[config.mk]
export PLATFORM = sky130hd
export DESIGN_NAME = shutter_seq_ctrl
export DESIGN_NICKNAME = d
export VERILOG_FILES = /design/src/rtl/shutter_seq_ctrl_pkg.sv /design/src/rtl/shutter_seq_ctrl_trig.sv /design/src/rtl/shutter_seq_ctrl.sv
export SDC_FILE = /design/constraint.sdc
export NUM_CORES = 1
export LEC_CHECK = 0
export BUFFER_PORTS_ARGS = -buffer_cell sky130_fd_sc_hd__buf_4
export CAP_MARGIN = 30
export CORE_ASPECT_RATIO = 1.5
export CORE_MARGIN = 2
export CORE_UTILIZATION = 40
export DETAILED_ROUTE_END_ITERATION = 10
export SLEW_MARGIN = 20
export SYNTH_ARGS = -nofsm -noshare
export SYNTH_HDL_FRONTEND = slang
export SYNTH_SLANG_ARGS = --single-unit
[constraint.sdc]
create_clock -name i_clk -period 2.6 [get_ports i_clk]
set_clock_uncertainty 0.05 [all_clocks]
set_input_delay 0.52 -clock i_clk [delete_from_list [all_inputs] [get_ports i_clk]]
set_output_delay 0.52 -clock i_clk [all_outputs]
set_load 0.01 [all_outputs]
[src/rtl/shutter_seq_ctrl_pkg.sv]
// Shared definitions for the shutter sequencer and the parameter parser.
// Holds the shutter status codes, the sequencer state encoding and a helper
// for the unsigned temperature drift magnitude.
package shutter_seq_ctrl_pkg;

  // Status codes seen by the parameter parser. 2'b00 and 2'b11 are never used.
  localparam logic [1:0] SHUTTER_OPEN = 2'b01;
  localparam logic [1:0] SHUTTER_CLOS = 2'b10;

  // Sequencer state encoding (plain constants so legacy tools can decode them).
  typedef logic [2:0] state_t;
  localparam state_t ST_IDLE         = 3'd0;
  localparam state_t ST_CLOSE_DRV    = 3'd1;
  localparam state_t ST_CLOSE_SETTLE = 3'd2;
  localparam state_t ST_CALC         = 3'd3;
  localparam state_t ST_OPEN_DRV     = 3'd4;
  localparam state_t ST_OPEN_SETTLE  = 3'd5;

  // |a - b| for unsigned 16-bit inputs, computed in 17 bits so it never wraps.
  function automatic logic [16:0] abs_diff17(input logic [15:0] a,
                                             input logic [15:0] b);
    logic [16:0] d;
    d = {1'b0, a} - {1'b0, b};
    return d[16] ? (17'd0 - d) : d;
  endfunction

endpackage

[src/rtl/shutter_seq_ctrl_trig.sv]
// shutter_trig_gen: collects calibration requests into a single pending flag.
// Sources: manual pulse, periodic timer (counts IDLE cycles while enabled)
// and shutter temperature drift (checked only while IDLE).
// Ports:
//   i_clk, i_rst            clock, async active-high reset
//   i_cal_req               manual request pulse
//   i_auto_en               enables periodic and drift triggers
//   i_temp_shutter(_pre)    current / last-close shutter temperature
//   i_idle                  sequencer is in IDLE
//   i_seq_start             sequencer leaves IDLE this cycle (consumes pending)
//   i_seq_done              sequencer finishes OPEN_SETTLE this cycle
//   o_trig                  registered pending flag
module shutter_trig_gen
  import shutter_seq_ctrl_pkg::*;
#(
  parameter logic [31:0] AUTO_PERIOD = 32'd0,
  parameter logic [15:0] TEMP_DELTA  = 16'd64,
  parameter logic        POWERON_CAL = 1'b1
) (
  input  logic        i_clk,
  input  logic        i_rst,
  input  logic        i_cal_req,
  input  logic        i_auto_en,
  input  logic [15:0] i_temp_shutter,
  input  logic [15:0] i_temp_shutter_pre,
  input  logic        i_idle,
  input  logic        i_seq_start,
  input  logic        i_seq_done,
  output logic        o_trig
);

  localparam logic        PERIOD_EN = (AUTO_PERIOD != 32'd0);
  localparam logic [31:0] PER_LAST  = AUTO_PERIOD - 32'd1;

  logic [31:0] per_q, per_d;
  logic        pending_q, pending_d;
  logic [16:0] drift;
  logic        drift_hit, period_hit;

  always_comb begin
    drift = abs_diff17(i_temp_shutter, i_temp_shutter_pre);
    // Level-type triggers are masked while a request is already pending so a
    // condition that is still present on the IDLE exit cycle does not arm a
    // second back-to-back sequence. Manual pulses are always retained.
    drift_hit  = i_auto_en && i_idle && !pending_q &&
                 (drift >= {1'b0, TEMP_DELTA});
    period_hit = i_auto_en && PERIOD_EN && !pending_q && (per_q == PER_LAST);

    per_d = per_q;
    if (i_seq_start || i_seq_done) begin
      per_d = '0;
    end else if (i_idle && i_auto_en && PERIOD_EN && (per_q != PER_LAST)) begin
      per_d = per_q + 32'd1;  // saturates at PER_LAST until the sequence starts
    end

    pending_d = (pending_q && !i_seq_start) || i_cal_req || period_hit || drift_hit;
  end

  always_ff @(posedge i_clk or posedge i_rst) begin
    if (i_rst) begin
      per_q     <= '0;
      pending_q <= POWERON_CAL;
    end else begin
      per_q     <= per_d;
      pending_q <= pending_d;
    end
  end

  assign o_trig = pending_q;

endmodule

[src/rtl/shutter_seq_ctrl.sv]
// shutter_seq_ctrl: close -> settle -> calibrate -> open shutter sequencer.
// Ports:
//   i_clk, i_rst         clock, async active-high reset
//   i_cal_req            manual calibration request pulse
//   i_auto_en            enables periodic and drift triggers
//   i_temp_shutter(_pre) current / last-close shutter temperature
//   i_calc_b_done        B-calibration complete pulse (honoured only in CALC)
//   o_shutter            status code (SHUTTER_OPEN / SHUTTER_CLOS)
//   o_motor_close/open   coil drives, never both high
//   o_calc_b_start       one-cycle start pulse on CALC entry
//   o_busy               high in every state except IDLE
//   o_timeout            one-cycle pulse when the calibration wait expired
//   o_cal_cnt            completed sequences, wraps
//   o_state              current FSM state (debug)
// Calibration handshake: o_calc_b_start pulses for the first CALC cycle; the
// engine answers with a one-cycle i_calc_b_done at any later or same cycle
// while in CALC. Done on the timeout cycle wins over the timeout.
// All outputs are registered, decoded from the next state.
module shutter_seq_ctrl
  import shutter_seq_ctrl_pkg::*;
#(
  parameter logic [15:0] DRIVE_CYCLES  = 16'd2000,
  parameter logic [15:0] SETTLE_CYCLES = 16'd1000,
  parameter logic [23:0] CALC_TIMEOUT  = 24'd1_000_000,
  parameter logic [31:0] AUTO_PERIOD   = 32'd0,
  parameter logic [15:0] TEMP_DELTA    = 16'd64,
  parameter logic        POWERON_CAL   = 1'b1
) (
  input  logic        i_clk,
  input  logic        i_rst,
  input  logic        i_cal_req,
  input  logic        i_auto_en,
  input  logic [15:0] i_temp_shutter,
  input  logic [15:0] i_temp_shutter_pre,
  input  logic        i_calc_b_done,
  output logic [1:0]  o_shutter,
  output logic        o_motor_close,
  output logic        o_motor_open,
  output logic        o_calc_b_start,
  output logic        o_busy,
  output logic        o_timeout,
  output logic [7:0]  o_cal_cnt,
  output logic [2:0]  o_state
);

  localparam logic [23:0] DRV_LAST = {8'd0, DRIVE_CYCLES} - 24'd1;
  localparam logic [23:0] SET_LAST = {8'd0, SETTLE_CYCLES} - 24'd1;
  localparam logic [23:0] TMO_LAST = CALC_TIMEOUT - 24'd1;

  state_t      state_q, state_d;
  logic [23:0] cnt_q, cnt_d;
  logic [7:0]  cal_cnt_q, cal_cnt_d;
  logic [1:0]  shutter_q, shutter_d;
  logic        mclose_q, mopen_q, start_q, busy_q, timeout_q;
  logic        start_d, timeout_d;
  logic        trig, seq_start, seq_done;

  shutter_trig_gen #(
    .AUTO_PERIOD (AUTO_PERIOD),
    .TEMP_DELTA  (TEMP_DELTA),
    .POWERON_CAL (POWERON_CAL)
  ) u_trig (
    .i_clk              (i_clk),
    .i_rst              (i_rst),
    .i_cal_req          (i_cal_req),
    .i_auto_en          (i_auto_en),
    .i_temp_shutter     (i_temp_shutter),
    .i_temp_shutter_pre (i_temp_shutter_pre),
    .i_idle             (state_q == ST_IDLE),
    .i_seq_start        (seq_start),
    .i_seq_done         (seq_done),
    .o_trig             (trig)
  );

  always_comb begin
    state_d   = state_q;
    cnt_d     = cnt_q + 24'd1;
    cal_cnt_d = cal_cnt_q;
    start_d   = 1'b0;
    timeout_d = 1'b0;
    seq_start = 1'b0;
    seq_done  = 1'b0;
    case (state_q)
      ST_IDLE: begin
        cnt_d = '0;
        if (trig) begin
          state_d   = ST_CLOSE_DRV;
          seq_start = 1'b1;
        end
      end
      ST_CLOSE_DRV: begin
        if (cnt_q == DRV_LAST) begin
          state_d = ST_CLOSE_SETTLE;
          cnt_d   = '0;
        end
      end
      ST_CLOSE_SETTLE: begin
        if (cnt_q == SET_LAST) begin
          state_d = ST_CALC;
          cnt_d   = '0;
          start_d = 1'b1;
        end
      end
      ST_CALC: begin
        if (i_calc_b_done) begin
          state_d = ST_OPEN_DRV;
          cnt_d   = '0;
        end else if (cnt_q == TMO_LAST) begin
          state_d   = ST_OPEN_DRV;
          cnt_d     = '0;
          timeout_d = 1'b1;
        end
      end
      ST_OPEN_DRV: begin
        if (cnt_q == DRV_LAST) begin
          state_d = ST_OPEN_SETTLE;
          cnt_d   = '0;
        end
      end
      ST_OPEN_SETTLE: begin
        if (cnt_q == SET_LAST) begin
          state_d   = ST_IDLE;
          cnt_d     = '0;
          cal_cnt_d = cal_cnt_q + 8'd1;
          seq_done  = 1'b1;
        end
      end
      default: begin
        state_d = ST_IDLE;
        cnt_d   = '0;
      end
    endcase

    shutter_d = ((state_d == ST_CLOSE_DRV) || (state_d == ST_CLOSE_SETTLE) ||
                 (state_d == ST_CALC)) ? SHUTTER_CLOS : SHUTTER_OPEN;
  end

  always_ff @(posedge i_clk or posedge i_rst) begin
    if (i_rst) begin
      state_q   <= ST_IDLE;
      cnt_q     <= '0;
      cal_cnt_q <= '0;
      shutter_q <= SHUTTER_OPEN;
      mclose_q  <= 1'b0;
      mopen_q   <= 1'b0;
      start_q   <= 1'b0;
      busy_q    <= 1'b0;
      timeout_q <= 1'b0;
    end else begin
      state_q   <= state_d;
      cnt_q     <= cnt_d;
      cal_cnt_q <= cal_cnt_d;
      shutter_q <= shutter_d;
      mclose_q  <= (state_d == ST_CLOSE_DRV);
      mopen_q   <= (state_d == ST_OPEN_DRV);
      start_q   <= start_d;
      busy_q    <= (state_d != ST_IDLE);
      timeout_q <= timeout_d;
    end
  end

  assign o_shutter      = shutter_q;
  assign o_motor_close  = mclose_q;
  assign o_motor_open   = mopen_q;
  assign o_calc_b_start = start_q;
  assign o_busy         = busy_q;
  assign o_timeout      = timeout_q;
  assign o_cal_cnt      = cal_cnt_q;
  assign o_state        = state_q;

endmodule

---- Word-level counts from Yosys, hierarchy flattened ----
Index checks and enable logic that the tools add are counted.
storage, ports and cells
  input port bits ......................... 37
  bits in registers ....................... 43
cells by class
  magnitude comparators ................... 1
  add/sub/neg operators ................... 4
  multiplexer cells ....................... 22
  equal/unequal tests ..................... 12
  reductions and logical operators ........ 15
operators with widths
  operator                                                                count
  24-bit two-way mux                                                      4
  24-bit case mux with 3 select lines                                     1
  24-bit by 1-bit adder with 24-bit output, second input constant         1
  24-bit by 10-bit == test with 1-bit output, second input constant       1
  24-bit by 11-bit == test with 1-bit output, second input constant       1
  24-bit by 20-bit == test with 1-bit output, second input constant       1
  3-bit two-way mux                                                       7
  3-bit case mux with 6 select lines                                      1
  17-bit by 7-bit >= comparator with 1-bit output, second input constant  1
  17-bit two-way mux                                                      1
  1-bit by 17-bit subtractor with 17-bit output, first input constant     1
  16-bit by 16-bit subtractor with 17-bit output                          1
  3-bit by 2-bit == test with 1-bit output, second input constant         4
  3-bit == test, second input constant                                    3
  8-bit by 1-bit adder with 8-bit output, second input constant           1
  1-bit two-way mux                                                       7
  3-bit by 1-bit == test with 1-bit output, second input constant         2
  1-bit logical AND                                                       4
  1-bit logical OR                                                        4
  2-bit OR reduction                                                      2
  3-bit logical NOT                                                       1
  3-bit nonzero test                                                      1
  1-bit logical NOT                                                       2
  2-bit two-way mux                                                       1
  2-bit AND reduction                                                     1

---- Logic depth before layout (Yosys ltp) ----
Gate-level depths: netlist of the first run.
  word-level depth ........................ 8
  depth in mapped cells ................... 15
  depth with buffers taken out ............ 14

---- Cells and area by module ----
A second synthesis of the first run with hierarchy kept.
unflattened totals
  cell total of the unflattened synthesis .. 426
  area, all modules ....................... 3724.8 µm²
by module, submodules not included
  module            area an instance (µm²)  times used  cells each  seq. area each (µm²)
  shutter_seq_ctrl  2259.7                  1           222         1052.3
  shutter_trig_gen  1465.2                  1           204         26.3

---- Least setup slack after synthesis of the first run ----
No wires, ideal clock.
  kind .................................... in2reg
  start point ............................. input i_temp_shutter_pre[4]
  end point ............................... register u_trig.pending_q (netlist: u_trig.o_trig)
  setup slack ............................. -0.809 ns
  data required time ...................... 2.468 ns
  stages .................................. 14
  arrival ................................. 3.277 ns
  cell sequence ........................... inv_1 -> ha_1 -> buf_6 -> a21o_1 -> a21o_1 -> o211a_1 -> or3_1 -> a21oi_1 -> xor2_1 -> or4_1 -> a22oi_1 -> o2111ai_1 -> a311oi_1 -> o21ai_1
on the way
  word-level cells in the longest chain between the ends .. 6
RTL lines
  what                                                 line                         source
  from (decl)                                          shutter_seq_ctrl.sv:34       input logic [15:0] i_temp_shutter_pre,
  16-bit by 16-bit subtractor with 17-bit output (*)   shutter_seq_ctrl_pkg.sv:23   d = {1'b0, a} - {1'b0, b};
  1-bit by 17-bit subtractor with 17-bit output        shutter_seq_ctrl_pkg.sv:24   return d[16] ? (17'd0 - d) : d;
  17-bit two-way mux (*)                               shutter_seq_ctrl_pkg.sv:24
  17-bit by 7-bit >= comparator with 1-bit output (*)  shutter_seq_ctrl_trig.sv:46  (drift >= {1'b0, TEMP_DELTA});
  1-bit logical AND (*)                                shutter_seq_ctrl_trig.sv:45  drift_hit = i_auto_en && i_idle && !pending_q &&
  1-bit logical OR (*)                                 shutter_seq_ctrl_trig.sv:56  pending_d = (pending_q && !i_seq_start) || i_cal_req || period_hit || drift_hit;
  net u_trig.pending_d                                 shutter_seq_ctrl_trig.sv:36  logic pending_q, pending_d;
  to (signal assigned)                                 shutter_seq_ctrl_trig.sv:65  pending_q <= pending_d;
  to (decl)                                            shutter_seq_ctrl_trig.sv:36
The timed path passes the listed nets; every way through them passes the cells marked *.
A chain may end at the register's enable or synchronous reset.

---- Worst setup path in the final report of the first run ----
  start point ............................. input i_temp_shutter_pre[0]
  end point ............................... register u_trig.pending_q (netlist: u_trig.o_trig)
The elaborated chain is that of the path after synthesis.

==> results of run 1 <==
## cell usage after synthesis, types with 2 or more instances
library cell,count
a211o_1,3
a211oi_1,6
a211oi_2,2
a21o_1,4
a21oi_1,15
a22oi_1,2
a311oi_1,2
a31oi_1,5
and2_1,2
and3_1,8
clkbuf_1,7
dfrtp_1,41
dfstp_2,2
ha_1,19
inv_1,25
mux2_2,3
mux2i_1,2
nand2_1,22
nand2b_1,5
nand3_1,19
nand3b_1,5
nand4_1,12
nand4b_1,2
nor2_1,56
nor2b_1,6
nor3_1,11
nor3b_1,4
nor4_1,5
o2111a_1,2
o2111ai_1,2
o21ai_0,13
o21ai_1,5
o21bai_1,2
or2_1,2
or3_1,7
or4_1,3
xnor2_1,18
xor2_1,16
## per-stage QoR
stage / area [um2] / instances / utilization, % / hold slack (ns)
2_1_floorplan: 3344 / 388 / - / 0.3979
3_3_place_gp: 4343 / 604 / 54.58 / 0.4140
6_report: 4702 / 620 / 59.09 / 0.2080
4_1_cts: 4608 / 617 / 57.91 / 0.2261
3_5_place_dp: 4343 / 604 / 54.58 / 0.4236
5_1_grt: 4702 / 620 / 59.09 / 0.2516
## registers in the layout, indices dropped and copies added, names as in the netlist
signal,flops
cnt_q,24
o_busy,1
o_cal_cnt,8
o_calc_b_start,1
o_motor_close,1
o_motor_open,1
o_shutter,2
o_state,3
o_timeout,1
u_trig.o_trig,1
## power by group through the flow
stage | clock, mW | combinational (mW) | sequential, mW
floorplan | 0 | 0.422 | 0.785
global placement | 0 | 0.669 | 0.798
detailed placement | 0 | 0.682 | 0.803
CTS | 0.669 | 0.714 | 0.791
global route | 0.694 | 0.825 | 0.802
finish | 0.652 | 0.736 | 0.792
## worst register-to-register path: stages (launching register included)
cell and delay [ns]:
dfrtp_1 0.39, nor4_2 0.36, nand4_1 0.16, nor3_2 0.15, and4b_2 0.32, a2111oi_1 0.12
a211oi_1 0.23, o21ai_1 0.14, or2_1 0.24, nor2b_1 0.15
## per-layer routing
metal,vias up,part of all wire (%),routed length (um)
li1,1645,-,-
met1,1565,37,2893
met2,57,58,4619
met3,16,2.7,214
met4,0,2.3,178
met5,-,0,0
## worst max path at each step
stage	startpoint	to	slack, ns	cells past startpoint
floorplan	i_temp_shutter[0]	u_trig.o_trig$_DFF_PP1_	-0.69	15
global placement	i_temp_shutter[0]	u_trig.o_trig$_DFF_PP1_	-1.0	16
detailed placement	i_temp_shutter[0]	u_trig.o_trig$_DFF_PP1_	-1.02	16
CTS	i_temp_shutter_pre[0]	u_trig.o_trig$_DFF_PP1_	-0.54	15
global route	i_temp_shutter_pre[0]	u_trig.o_trig$_DFF_PP1_	-0.75	14
finish	i_temp_shutter_pre[0]	u_trig.o_trig$_DFF_PP1_	-0.60	14
## cells by family after synthesis
group	after synthesis
buf+inv	35
simple gates	176
flops	43
xor+xnor	35
fa+ha+maj	20
compound gates	74
mux	5
## timing repair
| item | CTS | global route |
|---|---|---|
| setup endpoints to repair | 5 | 5 |
| pin swaps | 6 | 15 |
| buffers inserted | 5 | 3 |
| cloned | 0 | 0 |
| resized for setup | 15 | 17 |
## layout make-up
| class | instances | area share, % |
|---|---|---|
| flip-flops and latches | 43 | 22.94 |
| inverters | 25 | 2.209 |
| clock buffers | 8 | 3.326 |
| multi-input cells | 310 | 47.63 |
| repair buffers | 129 | 21.10 |
| well taps | 105 | 2.794 |
==> impl_results.md, run 1 <==
* Diode count at 0
* Skew-Pair Late Insertion Delay at 0.29 ns
* Hold Vio Cnt, Final at 0
* Worst-path clk slew at approximately 0.06 ns
* Largest net degree at the start of global routing at 25
* Post-synthesis sequential area ratio at 33.05%
* Tcrit/Tclk final at 123.2%
* Critical-path cell list: buf_4 > ha_4 > fa_2 > nor2b_2 > o2111a_2 > buf_6 > o21ai_4 > a211oi_4 > nor2_1 > or4_4 > a22oi_2 > o2111ai_1 > a311oi_1 > o21ai_1
* MaxCap Viol Count at 0
* Remaining antenna violation count at 0
* Worst EP arrival at 3.36 ns
* Ys Warns at 0
* Post-Syn Area per Cell at 8.410 um2
* Core region area at 7958 um2
* FF-to-FF Start: cnt_q[16]$_DFF_PP0_
* FF-to-FF path depth at 9
* Final WL at 7905 um
* Synth Cell Area at about 3300 um2
* Global-route wire length before repair at 14,080 um
* Die Wd at 77.75 um
* Synth Area in Adders at 7.899%
* Area share of the leading cell type in the synthesized netlist at 31.44%
* WL/cell at 12.75 um
* Storage element area at approximately 1100 um2
* Leakage at between 2 and 2.5 nW
* CP Launch Type: primary input
* Pre-antenna DRT Iters at 4
* DR vias at about 3,300
* Worst setup margin at -0.6040 ns
* Ports at 55
* Sink Count at between 40 and 50
* Die Area at between 8000 and 9000 um2
* Crit-path slowest cell: or4_4
* DP HPWL at between 6000 and 7000 um
* Cell-internal power at 1.517 mW
* FFs w/ async S/R, synth at 100.0%
* Mux cell area share after synthesis at between 1.5 and 2%
* Final setup viols at 1
* Nets at between 500 and 600
* Measured slew at the worst slew-check pin at 0.5019 ns
* I/O Buffers at 54
* Endpoint class of the critical path: flop
* Comb pwr share at 33.8%
* Worst path bufs/invs at 2
* Flop pwr share at 36.3%
* Largest family of logic cells by synthesized area: simple AND/OR/NAND/NOR gates
* # DRC at 0
* Die height at between 100 and 150 um
* Main area contributors after synthesis: dfrtp_1, ha_1, nor2_1, xnor2_1, xor2_1
* Post-CTS Hold Fix Bufs at 0
* Slew headroom at approximately 66%
* Shortest period the worst path allows at 3.204 ns
* Fillers at around 740
* Main synth FF type: dfrtp_1
* Post-synthesis simple-gate area fraction at 27.80%
* Violated checks: negative setup slack
* GRT busiest layer: met2
* RSZ-0062 raised after global routing: true
* CTS root buffer: clkbuf_16
* TritonCTS Buffers at 5
* GP Congestion at about 0.89
* Upper clock frequency limit at 0.3121 GHz
* Initial DRC Count at 128
* Starting Density at approximately two fifths
* Commonest non-fill, non-tap cell in the layout: buf_4
* Layout area overhead at 44.10%
* GRT overflow at 0
* CP delay by family, top: compound AO/OA/AOI/OAI gates
* Cell count after synthesis at slightly below 400
* Number of synthesized flops with an enable pin at 0
* Met2 usage at roughly two fifths
* Sw frac at 30.40%
* Worst stage delay on the critical path at 0.52 ns
* Clock share of power at 29.9%
* Met3 Resource Use GR at under 10%
* # rows at 40
* Post-layout power at 2.180 mW
* Switching Power at around 0.66 mW
* Vias in the first global route at 3,367
* Post-synthesis compound-gate area fraction at 15.57%
* Commonest non-fill, non-tap cells in the layout: buf_4, nor2_1, dfrtp_1, inv_1, nand2_1
* Outcome: finished with violations
* Worst Hold Class: primary input to async pin
* Area leader, netlist: dfrtp_1
* Area of the multi-input gates at 2240 um2
* Share of cells above drive strength 1 at 34.56%
* Final Max Tran Viols at 0
* Setup TNS at -0.6040 ns
* Syn nets at between 400 and 500
* CP max FO at 7
* Clock buffer depth at 2
* Vias/cell at 5.295
* Peak VDD IR at ~0.41 mV
* Worst Path Required at 2.76 ns
* Count of different cell masters after synthesis at 61
* Critical register-to-register path endpoint: o_shutter[1]$_DFF_PP0_
* M1 GR Usage at 18.40%
* Initial antenna violation count at 0
* Critical path class: primary input to flop
* Post-Synth XOR/XNOR Area at 9.624%
* Worst slack, placed at -1.025 ns
* GRT Total Usage at 19.11%
* Reg2reg setup slack at between 0.15 and 0.2 ns
* Synth Register Bits at 43
* P per Cell Area at 463.7 nW/um2
* H-tree depth at 2
* TritonCTS clock tree: built
Note: power is estimated with default switching activity, not from simulation.
==> run 2, diff against run 1 <==
--- a/config.mk
+++ b/config.mk
@@ -8,9 +8,10 @@
 export BUFFER_PORTS_ARGS = -buffer_cell sky130_fd_sc_hd__buf_4
 export CAP_MARGIN = 30
 export CORE_ASPECT_RATIO = 1.5
-export CORE_MARGIN = 2
+export CORE_MARGIN = 3
 export CORE_UTILIZATION = 40
 export DETAILED_ROUTE_END_ITERATION = 10
+export PLACE_DENSITY = 0.61
 export SLEW_MARGIN = 20
 export SYNTH_ARGS = -nofsm -noshare
 export SYNTH_HDL_FRONTEND = slang
==> constraint.sdc (replaced) <==
create_clock -name i_clk -period 4.1 [get_ports i_clk]
set_clock_uncertainty 0.05 [all_clocks]
set_input_delay 0.82 -clock i_clk [delete_from_list [all_inputs] [get_ports i_clk]]
set_output_delay 0.82 -clock i_clk [all_outputs]
set_load 0.01 [all_outputs]
==> impl_results.md, run 2 (synthesis results as in run 1) <==
* Outcome: complete, no violations
* GP Congestion at 0.9010
* Cell-internal power at 0.8656 mW
* DP HPWL at 5764 um
* # DRC at 0
* Pre-antenna DRT Iters at 4
* Vias/cell at about 5.4
* M1 GR Usage at 16.35%
* CP max FO at 10
* CTS root buffer: clkbuf_16
* Setup TNS at 0 ns
* Measured slew at the worst slew-check pin at 0.6615 ns
* Dpl cells at 543
* RSZ-0062 raised after global routing: false
* CP Launch Type: primary input
* Post-CTS Setup Bufs at 0
* Nets at 505
* Share of cells above drive strength 1 at a little under a fifth
* Diode count at 0
* DR vias at 2,980
* Final Max Tran Viols at 0
* Hold Vio Cnt, Final at 0
* Layout area overhead at 21.40%
* Ports at 55
* Layout Cells excl Fill at 551
* Worst Path Required at 4.26 ns
* Critical register-to-register path endpoint: o_shutter[1]$_DFF_PP0_
* Die height at 116.6 um
* Slew headroom at between 50% and 60%
* Reg2reg setup slack at 1.47 ns
* Core region area at 7759 um2
* Comb pwr share at 28.1%
* Peak VDD IR at between 0.2 and 0.3 mV
* Starting Density at a little over two fifths
* Met3 Resource Use GR at 2.315%
* Util after Layout at roughly 51%
* Final WL at 7244 um
* Skew-Pair Late Insertion Delay at 0.28 ns
* Worst slack, placed at 0.07357 ns
* Hold-critical path depth at 1
* Flop pwr share at between 40% and 50%
* Worst Hold Class: flop to flop
* P per Cell Area at 314.2 nW/um2
* Worst Min Path Start: cnt_q[0]$_DFF_PP0_
* Post-cts resize count at 0
* H-tree depth at 2
* Post-CTS Hold Fix Bufs at 0
* Critical path class: primary input to flop
* FF-to-FF Start: cnt_q[0]$_DFF_PP0_
* Worst EP arrival at 3.93 ns
* # rows at 39
* Leakage at 1.810 nW
* Die Area at 9300 um2
* FF-to-FF path depth at 8
* Sink Count at 43
* MaxCap Viol Count at 0
* Final setup viols at 0
* Vias in the first global route at 2,990
* Register with the most flip-flops: cnt_q
* Fillers at 750
* I/O Buffers at 54
* GRT overflow at 0
* Max FFs per register at 24
* Commonest non-fill, non-tap cell in the layout: buf_4
* Met2 usage at 33.46%
* Hold WS at 0.4271 ns
* Switching Power at 0.3791 mW
* TritonCTS Buffers at 5
* Shortest period the worst path allows at 3.766 ns
* GRT Total Usage at between 10% and 20%
* Endpoint class of the critical path: flop
* Clock share of power at 31.6%
* Global-route wire length before repair at 12,480 um
* Initial antenna violation count at 0
* GRT busiest layer: met2
* Sw frac at 30.46%
* TritonCTS clock tree: built
* Worst Hold Path EP: cnt_q[0]$_DFF_PP0_
* Die Wd at 79.75 um
* Clock buffer depth at 2
* Worst setup margin at 0.3343 ns
* WL/cell at 13.15 um
* Commonest non-fill, non-tap cells in the layout: buf_4, nor2_1, dfrtp_1, inv_1, nand2_1
* Tcrit/Tclk final at 91.85%
* Worst-path clk slew at 0.06 ns
* Initial DRC Count at 81
* Upper clock frequency limit at 0.2656 GHz
* Remaining antenna violation count at 0
* Largest net degree at the start of global routing at 44
==> run 2: cell count changes in the layout (fill, tap and decap cells not counted), moves of 3 or more <==
cell / before / now
buf_6: 3 / 0
nor4_2: 3 / 0
nor4_1: 2 / 5
ha_4: 3 / 0
ha_1: 16 / 19
buf_4: 125 / 63
inv_1: 22 / 25
==> run 2: layout make-up <==
cell class                      instances  area (um2)  area share, %
Clock buffer                            7       142.6          3.601
Clock inverter                          1       5.005         0.1263
Inverter                               25       93.84          2.369
Multi-Input combinational cell        310        2041          51.52
Sequential cell                        43        1079          27.23
Tap cell                              102       127.6          3.222
Timing Repair Buffer                   63       473.0          11.94
==> run 2: power by group through the flow <==
stage | combinational, mW | clock [mW] | sequential, mW
2_1_floorplan | 0.258 | 0 | 0.498
3_3_place_gp | 0.346 | 0 | 0.507
3_5_place_dp | 0.352 | 0 | 0.508
4_1_cts | 0.353 | 0.408 | 0.501
5_1_grt | 0.400 | 0.423 | 0.509
6_report | 0.350 | 0.393 | 0.501
==> run 2: worst max-delay path by stage <==
stage	from	end	slack, ns	cells past startpoint
after floorplan	i_temp_shutter_pre[4]	u_trig.o_trig$_DFF_PP1_	0.39	14
after global placement	i_temp_shutter[0]	u_trig.o_trig$_DFF_PP1_	0.10	15
after detailed placement	i_temp_shutter[0]	u_trig.o_trig$_DFF_PP1_	0.07	15
after CTS	i_temp_shutter[0]	u_trig.o_trig$_DFF_PP1_	0.36	15
after global routing	i_temp_shutter[0]	u_trig.o_trig$_DFF_PP1_	0.004	15
final	i_temp_shutter[0]	u_trig.o_trig$_DFF_PP1_	0.33	15
==> run 2: routing by layer <==
layer,routed length [um],vias to the layer above
met5,0,-
met2,4100,43
li1,-,1508
met4,157,0
met1,2805,1419
met3,180,10
==> run 2: metrics by stage <==
stage / total power [mW] / area, um2
floorplan: 0.7552 / 3263
global route: 1.331 / 3961
detailed placement: 0.8597 / 3814
global placement: 0.8524 / 3814
CTS: 1.263 / 3961
finish: 1.245 / 3961
==> run 2: worst max-delay path, cell delays in order <==
cell and delay, ns:
buf_4 0.07, inv_1 0.03, ha_1 0.22, fa_1 0.39, nor2b_1 0.16, o2111a_1 0.33, o21ai_1 0.13, a31oi_1 0.26
o21ai_1 0.11, a21oi_1 0.53, buf_4 0.23, mux2_2 0.33, o2111ai_1 0.11, a311oi_1 0.07, o21ai_1 0.13
==> run 3, diff against run 2 <==
--- a/config.mk
+++ b/config.mk
@@ -7,8 +7,7 @@
 export LEC_CHECK = 0
 export BUFFER_PORTS_ARGS = -buffer_cell sky130_fd_sc_hd__buf_4
 export CAP_MARGIN = 30
-export CORE_ASPECT_RATIO = 1.5
-export CORE_MARGIN = 3
+export CORE_ASPECT_RATIO = 1.1
 export CORE_UTILIZATION = 40
 export DETAILED_ROUTE_END_ITERATION = 10
 export PLACE_DENSITY = 0.61
==> impl_results.md, run 3 (synthesis results as in run 1) <==
* Global-route wire length before repair at 12,110 um
* GRT overflow at 0
* # DRC at 0
* FF-to-FF Start: cnt_q[0]$_DFF_PP0_
* Commonest non-fill, non-tap cell in the layout: buf_4
* Ports at 55
* Die Wd at 88.12 um
* Measured slew at the worst slew-check pin at around 0.64 ns
* Fillers at 785
* Worst Hold Class: primary input to async pin
* Shortest period the worst path allows at 3.666 ns
* GP Congestion at a little over 0.8
* Worst path bufs/invs at 2
* Worst EP arrival at 3.84 ns
* DP HPWL at 5300 um
* Nets at about 500
* CP Launch Type: primary input
* CTS root buffer: clkbuf_8
* RSZ-0062 raised after global routing: false
* Post-layout power at 1.184 mW
* Core region area at 7913 um2
* Upper clock frequency limit at 0.2727 GHz
* Skew-Pair Late Insertion Delay at 0.30 ns
* TritonCTS Buffers at 5
* Die Area at 8523 um2
* Die height at 96.73 um
* Critical register-to-register path endpoint: o_shutter[1]$_DFF_PP0_
* Critical path class: primary input to flop
* Setup TNS at 0 ns
* Worst stage delay on the critical path at about 0.43 ns
* Dpl cells at 546
* Hold Vio Cnt, Final at 0
* Layout Cells excl Fill at roughly 560
* Pre-antenna DRT Iters at 4
* H-tree depth at 2
* TritonCTS clock tree: built
* Final Max Tran Viols at 0
* Clock buffer depth at 2
* Final setup viols at 0
* Register with the most flip-flops: cnt_q
* Max FFs per register at 24
* Largest net degree at the start of global routing at 27
* CP max FO at 7
* Tcrit/Tclk final at 89.42%
* Initial DRC Count at 50
* Share of cells above drive strength 1 at 18.12%
* Final WL at 6827 um
* I/O Buffers at 54
* Outcome: complete, no violations
* Remaining antenna violation count at 0
* Vias in the first global route at between 2,000 and 3,000
* Diode count at 0
* Worst-path clk slew at 0.08 ns
* Starting Density at 41.24%
* Initial antenna violation count at 0
* WL/cell at ~12 um
* Layout area overhead at 20.97%
* Crit-path slowest cell: or3_1
* Reg2reg setup slack at 1.43 ns
* # rows at 34
* Sink Count at 43
* P per Cell Area at roughly 300 nW/um2
* Peak VDD IR at 0.1248 mV
* CP delay by family, top: compound AO/OA/AOI/OAI gates
* DR vias at 2,924
* Critical-path cell list: buf_4 > inv_1 > ha_1 > fa_1 > nor2b_1 > o2111a_1 > or3_1 > a211oi_1 > nand4_1 > nor3_1 > a21oi_1 > a31oi_1 > o2111ai_1 > a311oi_1 > o21ai_1
* GRT Total Usage at 17.37%
* Leakage at approximately 1.8 nW
* Slew headroom at a little under three fifths
* Endpoint class of the critical path: flop
* Vias/cell at 5.268
* Post-cts resize count at 0
* MaxCap Viol Count at 0
* FF-to-FF path depth at 8
* Post-CTS Setup Bufs at 0
* Post-CTS Hold Fix Bufs at 0
* Commonest non-fill, non-tap cells in the layout: buf_4, nor2_1, dfrtp_1, inv_1, nand2_1
* Worst Path Required at between 4 and 5 ns
* Hold WS at just over 0.4 ns
[run 3: cell types whose count changed in the layout (fill, tap and decap cells not counted), sizes merged]
cell,previous run,this run
clkinv,1,2
buf,63,61
clkbuf,7,6
inv,25,24
bufinv,0,1
[run 3: worst max path at each step]
stage | end | start | cells after the start
2_1_floorplan | u_trig.o_trig$_DFF_PP1_ | i_temp_shutter_pre[4] | 14
3_3_place_gp | u_trig.o_trig$_DFF_PP1_ | i_temp_shutter[0] | 15
3_5_place_dp | u_trig.o_trig$_DFF_PP1_ | i_temp_shutter[0] | 15
4_1_cts | u_trig.o_trig$_DFF_PP1_ | i_temp_shutter[0] | 15
5_1_grt | u_trig.o_trig$_DFF_PP1_ | i_temp_shutter[0] | 15
6_report | u_trig.o_trig$_DFF_PP1_ | i_temp_shutter[0] | 15
[run 3: routing by layer]
| layer | track usage (%) | wire length (um) | up-vias |
|---|---|---|---|
| li1 | - | - | 1506 |
| met1 | 21.25 | 3132 | 1363 |
| met2 | 30.41 | 3380 | 45 |
| met3 | 1.792 | 184 | 10 |
| met4 | 7.320 | 129 | 0 |
| met5 | 0 | 0 | - |
[run 3: area by class of cell]
cell class	instances	area, um2	share of cell area [%]
timing repair buffer	61	478.0	12.11
inverter	25	93.84	2.377
clock inverter	2	35.03	0.8875
clock buffer	6	82.58	2.092
multi-input combinational	310	2044	51.79
sequential	43	1079	27.32
tap	108	135.1	3.423
[run 3: report_power, final]
| group | switching [mW] | internal [mW] |
|---|---|---|
| combinational | 0.179 | 0.164 |
| clock | 0.143 | 0.197 |
| sequential | 0.0427 | 0.458 |
[run 3: metrics by stage]
step	worst slack, ns	cell area, um2	utilization, %
after floorplan	0.3909	3263	-
after global placement	0.1738	3799	48.01
after detailed placement	0.01354	3799	48.01
after CTS	0.3272	3916	49.49
after global routing	0.06796	3948	49.89
final	0.4336	3948	49.89
